==> src/rtl/mc_rd_arbiter.sv <==
// Two-requester round-robin read arbiter in front of a memory controller.
// In-order tag FIFO routes returned read data back to the issuing requester.
module mc_rd_arbiter #(
    parameter int unsigned ADDR_W  = 31,
    parameter int unsigned DATA_W  = 32,
    parameter int unsigned MAX_OUT = 4
) (
    input  logic                      clk,
    input  logic                      rst,
    input  logic                      r0_req,
    input  logic [ADDR_W-1:0]         r0_addr,
    output logic                      r0_gnt,
    output logic                      r0_rd_valid,
    output logic [DATA_W-1:0]         r0_rd_data,
    input  logic                      r1_req,
    input  logic [ADDR_W-1:0]         r1_addr,
    output logic                      r1_gnt,
    output logic                      r1_rd_valid,
    output logic [DATA_W-1:0]         r1_rd_data,
    output logic                      mc_cmd_en,
    output logic [ADDR_W-1:0]         mc_cmd_addr,
    input  logic                      mc_cmd_rdy,
    input  logic                      mc_rd_valid,
    input  logic [DATA_W-1:0]         mc_rd_data,
    output logic [$clog2(MAX_OUT):0]  outstanding,
    output logic                      err_unexp
);
    localparam int unsigned PTR_W = $clog2(MAX_OUT);
    localparam int unsigned CNT_W = PTR_W + 1;

    typedef enum logic [0:0] {StIdle, StCmd} state_e;

    state_e              state_q, state_d;
    logic [ADDR_W-1:0]   addr_q, addr_d;
    logic                tag_q, tag_d;     // requester that owns the pending command
    logic                last_q, last_d;   // 1 = r1 granted last
    logic                gnt0_q, gnt0_d;
    logic                gnt1_q, gnt1_d;
    logic [CNT_W-1:0]    cnt_q, cnt_d;
    logic [MAX_OUT-1:0]  fifo_q;           // one tag bit per outstanding slot
    logic [PTR_W-1:0]    wr_ptr_q, rd_ptr_q;
    logic                rdv0_q, rdv1_q;
    logic [DATA_W-1:0]   rdd0_q, rdd1_q;
    logic                err_q;

    logic transfer, pop, unexp, winner, slot_free, head_tag;

    assign transfer  = (state_q == StCmd) && mc_cmd_rdy;
    assign pop       = mc_rd_valid && (cnt_q != '0);
    assign unexp     = mc_rd_valid && (cnt_q == '0);
    assign slot_free = cnt_q < CNT_W'(MAX_OUT);
    assign winner    = r1_req && (!r0_req || !last_q);
    assign head_tag  = fifo_q[rd_ptr_q];

    always_comb begin
        state_d = state_q;
        addr_d  = addr_q;
        tag_d   = tag_q;
        last_d  = last_q;
        gnt0_d  = 1'b0;
        gnt1_d  = 1'b0;
        unique case (state_q)
            StIdle: begin
                if ((r0_req || r1_req) && slot_free) begin
                    state_d = StCmd;
                    addr_d  = winner ? r1_addr : r0_addr;
                    tag_d   = winner;
                    last_d  = winner;
                    gnt0_d  = !winner;
                    gnt1_d  = winner;
                end
            end
            StCmd: begin
                if (transfer) state_d = StIdle;
            end
            default: state_d = StIdle;
        endcase
    end

    // A push and a pop in the same cycle leave the count unchanged.
    always_comb begin
        cnt_d = cnt_q;
        if (transfer && !pop) begin
            cnt_d = cnt_q + CNT_W'(1);
        end else if (!transfer && pop) begin
            cnt_d = cnt_q - CNT_W'(1);
        end
    end

    always_ff @(posedge clk or negedge rst) begin
        if (!rst) begin
            state_q <= StIdle;
            addr_q  <= '0;
            tag_q   <= 1'b0;
            last_q  <= 1'b1;
            gnt0_q  <= 1'b0;
            gnt1_q  <= 1'b0;
            cnt_q   <= '0;
        end else begin
            state_q <= state_d;
            addr_q  <= addr_d;
            tag_q   <= tag_d;
            last_q  <= last_d;
            gnt0_q  <= gnt0_d;
            gnt1_q  <= gnt1_d;
            cnt_q   <= cnt_d;
        end
    end

    always_ff @(posedge clk or negedge rst) begin
        if (!rst) begin
            fifo_q   <= '0;
            wr_ptr_q <= '0;
            rd_ptr_q <= '0;
            rdv0_q   <= 1'b0;
            rdv1_q   <= 1'b0;
            rdd0_q   <= '0;
            rdd1_q   <= '0;
            err_q    <= 1'b0;
        end else begin
            if (transfer) begin
                fifo_q[wr_ptr_q] <= tag_q;
                wr_ptr_q         <= wr_ptr_q + PTR_W'(1);
            end
            if (pop) begin
                rd_ptr_q <= rd_ptr_q + PTR_W'(1);
            end
            rdv0_q <= pop && !head_tag;
            rdv1_q <= pop && head_tag;
            if (pop && !head_tag) rdd0_q <= mc_rd_data;
            if (pop && head_tag)  rdd1_q <= mc_rd_data;
            if (unexp) err_q <= 1'b1;
        end
    end

    assign r0_gnt      = gnt0_q;
    assign r1_gnt      = gnt1_q;
    assign r0_rd_valid = rdv0_q;
    assign r1_rd_valid = rdv1_q;
    assign r0_rd_data  = rdd0_q;
    assign r1_rd_data  = rdd1_q;
    assign mc_cmd_en   = (state_q == StCmd);
    assign mc_cmd_addr = addr_q;
    assign outstanding = cnt_q;
    assign err_unexp   = err_q;

endmodule
==> config.mk <==
export PLATFORM = sky130hd
export DESIGN_NAME = mc_rd_arbiter
export DESIGN_NICKNAME = d
export VERILOG_FILES = /design/src/rtl/mc_rd_arbiter.sv
export SDC_FILE = /design/constraint.sdc
export NUM_CORES = 1
export LEC_CHECK = 0
export ABC_AREA = 1
export CAP_MARGIN = 40
export CORE_MARGIN = 4
export CORE_UTILIZATION = 46
export CTS_BUF_LIST = sky130_fd_sc_hd__clkbuf_4 sky130_fd_sc_hd__clkbuf_8 sky130_fd_sc_hd__clkbuf_16
export DETAILED_ROUTE_END_ITERATION = 8
export HOLD_SLACK_MARGIN = 0.08
export PLACE_DENSITY_LB_ADDON = 0.05
export SYNTH_ARGS = -nofsm -noshare
export SYNTH_HDL_FRONTEND = slang
export SYNTH_SLANG_ARGS = --single-unit
==> constraint.sdc <==
create_clock -name clk -period 4.1 [get_ports clk]
set_input_delay 0.82 -clock clk [delete_from_list [all_inputs] [get_ports clk]]
set_output_delay 0.82 -clock clk [all_outputs]
set_load 0.03 [all_outputs]
==> out/results.ini <==
[outcome]
status = finished, final reports clean

[route]
drt_iter0_markers = 261
firstDrtPassIters = 4
routed_wl_mm = 13.8
vias = 4642
antenna_left = 0
route.detailed.drc = 0
avgRoutedWirePerCell_um = 14.6
vias_per_cell = 4.90

[setup_path]
cp_max_fo = 4
startpoint_type = flop
critPathSlowestCell = clkdlybuf4s50_1
crit_chain = clkdlybuf4s50_1
cpLargestDelayFamily = buffers and inverters
arrival_ns = 1.65
max_stage_delay_ns = 0.70
critical_path_required_ns = 3.28
crit_type = reg -> out
crit_path_end_kind = output port
rrSetupSlack_ns = 1.84
path_buf_inv = 1

[clock_tree]
clk_pin_slew_ns = 0.05
cts.sinks = 114
hold_buffers = 0
clockBufferDepth = 2
h-tree-depth = 4
clk_latency_ns = 0.51
cts_tree = built
cts_resized = 0
cts_buffers = 17
clockRootBuffer = clkbuf_8
post_cts_buffers = 0

[synthesis]
yosys.area.top_type = dfrtp_1
synth_edf_count = 0
avgSynthCellArea_um2 = 8.19
synth_top_area_share_pct = 57.2
synth_nets = 710
async_reset_ff_share_pct = 100
synth_warnings = 0
synth_flop_cell = dfrtp_1
synthTopCellsByArea = dfrtp_1, nand2_1, nand3_1
synth-seq-cells = 114
yosys.cell_types.count = 21
netlist_area_mm2 = 0.00495
synth_cells = 604
ys_seq_area_share_pct = 57.7

[die]
die_w_um = 112
dieArea_mm2 = 0.0125
core_area_mm2 = 0.0104
fp.dieH_um = 112
rows = 37
ios = 204
initial_utilization_pct = 47.5

[timing]
period_share_pct = 60.2
tightest_slew_ns = 0.704
fmax_mhz = 405
finalHoldViolCount = 0
skew_ns = 0.0102
maxSlewViolCount = 0
finalSetupViolations = 0
relSlewSlack_pct = 53.0
fin_crit_ns = 2.47
setup_tns_ns = 0
rsz0062_at_grt = false

[place]
port_buffers = 203
gp_congestion = 0.807
dp_hpwl_mm = 9.76
placed_cells = 918

[power]
swShare_pct = 43.0
comb_power_share_pct = 49.9
p_switching_w = 0.00282
ir_worst_vdd_v = 0.000417
internal_power_w = 0.00374
seq_power_share_pct = 29.4
power.density_mw_per_mm2 = 860
power_leakage_nw = 3.87
pwr-share-clk_pct = 20.7

[global_route]
grt-ovfl-total = 0
antenna_found_initial = 0
grt_pass1_vias = 4843
grt_max_degree = 65
grt_pass1_wl_mm = 23.4
gr-usage-all-layers_pct = 23.2

[cells_and_area]
antenna_cells = 0
fillCellCount = 840
finish.utilization_pct = 73.2
area_delta_synth_final_pct = 54.2
final_cells = 947
drive_gt1_share_pct = 5.43
final_nets = 907

[run]
maxCapViolations = 0

[worst_hold_path]
min_path_type = in -> async

final timing paths:
path / start / endpoint / cells after the start
hold reg to reg: r1_rd_data[24]$_DFFE_PN0P_ / r1_rd_data[24]$_DFFE_PN0P_ / 2
setup / recovery: outstanding[0]$_DFFE_PN0P_ / outstanding[0] / 1
hold / removal: rst / r0_rd_data[13]$_DFFE_PN0P_ / 1
setup reg to reg: rd_ptr_q[0]$_DFFE_PN0P_ / r0_rd_data[31]$_DFFE_PN0P_ / 7
max in group asynchronous: rst / last_q$_DFFE_PN1P_ / 2
min in group clk: r1_rd_data[24]$_DFFE_PN0P_ / r1_rd_data[24]$_DFFE_PN0P_ / 2
power by group through the flow:
stage          clock [W]  sequential (W)  combinational, W
2_1_floorplan          0         0.00277           0.00109
3_3_place_gp           0         0.00192           0.00318
3_5_place_dp           0         0.00193           0.00330
4_1_cts          0.00138         0.00193           0.00332
5_1_grt          0.00144         0.00199           0.00357
6_report         0.00136         0.00193           0.00328
state kept, by name, indices dropped and copies added, names as in the netlist:
name,count
r0_gnt,1
r0_rd_data,32
fifo_q,4
r1_gnt,1
err_unexp,1
r0_rd_valid,1
mc_cmd_addr,31
mc_cmd_en,1
outstanding,3
tag_q,1
last_q,1
wr_ptr_q,2
r1_rd_data,32
r1_rd_valid,1
rd_ptr_q,2
placed cells by master (no fill, tap or decap):
| cell type | count |
|---|---|
| xnor2_1 | 1 |
| clkdlybuf4s50_1 | 202 |
| nand3_2 | 1 |
| clkinv_2 | 3 |
| ha_1 | 5 |
| dfstp_2 | 1 |
| clkbuf_4 | 2 |
| fa_1 | 1 |
| a21oi_4 | 1 |
| o21ai_0 | 9 |
| xor2_1 | 2 |
| clkbuf_8 | 6 |
| inv_2 | 2 |
| dfrtp_1 | 113 |
| nor2_1 | 7 |
| buf_12 | 1 |
| clkbuf_16 | 16 |
| inv_1 | 14 |
| nand2_2 | 2 |
| buf_4 | 4 |
| clkinvlp_4 | 1 |
| o21bai_1 | 2 |
| nand2_1 | 345 |
| nor2_2 | 1 |
| bufinv_16 | 1 |
| nand3_1 | 66 |
| buf_16 | 2 |
cells by family (layout without fill, tap and decap cells):
group	after synthesis	count (layout)	synth area share [%]
fa+ha+maj	6	6	1.67
buf+inv	47	254	4.58
compound gates	12	12	1.54
xor+xnor	3	3	0.531
simple gates	422	422	34.0
flops	114	114	57.7
area by class of cell:
| cell class | count | area, um^2 | share of cell area (%) |
|---|---|---|---|
| multi-input cells | 443 | 1870 | 24.5 |
| repair buffers | 209 | 2130 | 27.9 |
| well taps | 136 | 170 | 2.23 |
| clock inverters | 5 | 52.6 | 0.689 |
| flip-flops and latches | 114 | 2850 | 37.4 |
| clock buffers | 24 | 498 | 6.53 |
| inverters | 16 | 60.1 | 0.787 |
synthesized netlist by cell type (all sizes together), types with 2 or more instances:
cell type	count
buf	31
dfrtp	113
ha	5
inv	16
nand2	347
nand3	67
nor2	8
o21ai	9
o21bai	2
xor2	2
stage by stage:
| step | cell area [um^2] | setup WS [ns] | hold WS (ns) | power [W] |
|---|---|---|---|---|
| final | 7630 | 1.63 | 0.335 | 0.00656 |
| after global routing | 7630 | 1.49 | 0.373 | 0.00700 |
| after CTS | 7630 | 1.60 | 0.351 | 0.00663 |
| after detailed placement | 7080 | 1.13 | 0.457 | 0.00523 |
| after global placement | 7020 | 1.24 | 0.452 | 0.00509 |
| after floorplan | 4950 | 2.07 | 0.443 | 0.00386 |
layer usage:
metal | up-vias | share of wire [%] | track usage, % | wire length [um]
met3 | 16 | 9.6 | 9.18 | 1330
li1 | 2263 | - | - | -
met5 | - | 0 | 0 | 0
met4 | 0 | 1.5 | 6.65 | 210
met1 | 2186 | 39 | 27.3 | 5400
met2 | 177 | 50 | 39.3 | 6870
Note: power is estimated with default switching activity, not from simulation.
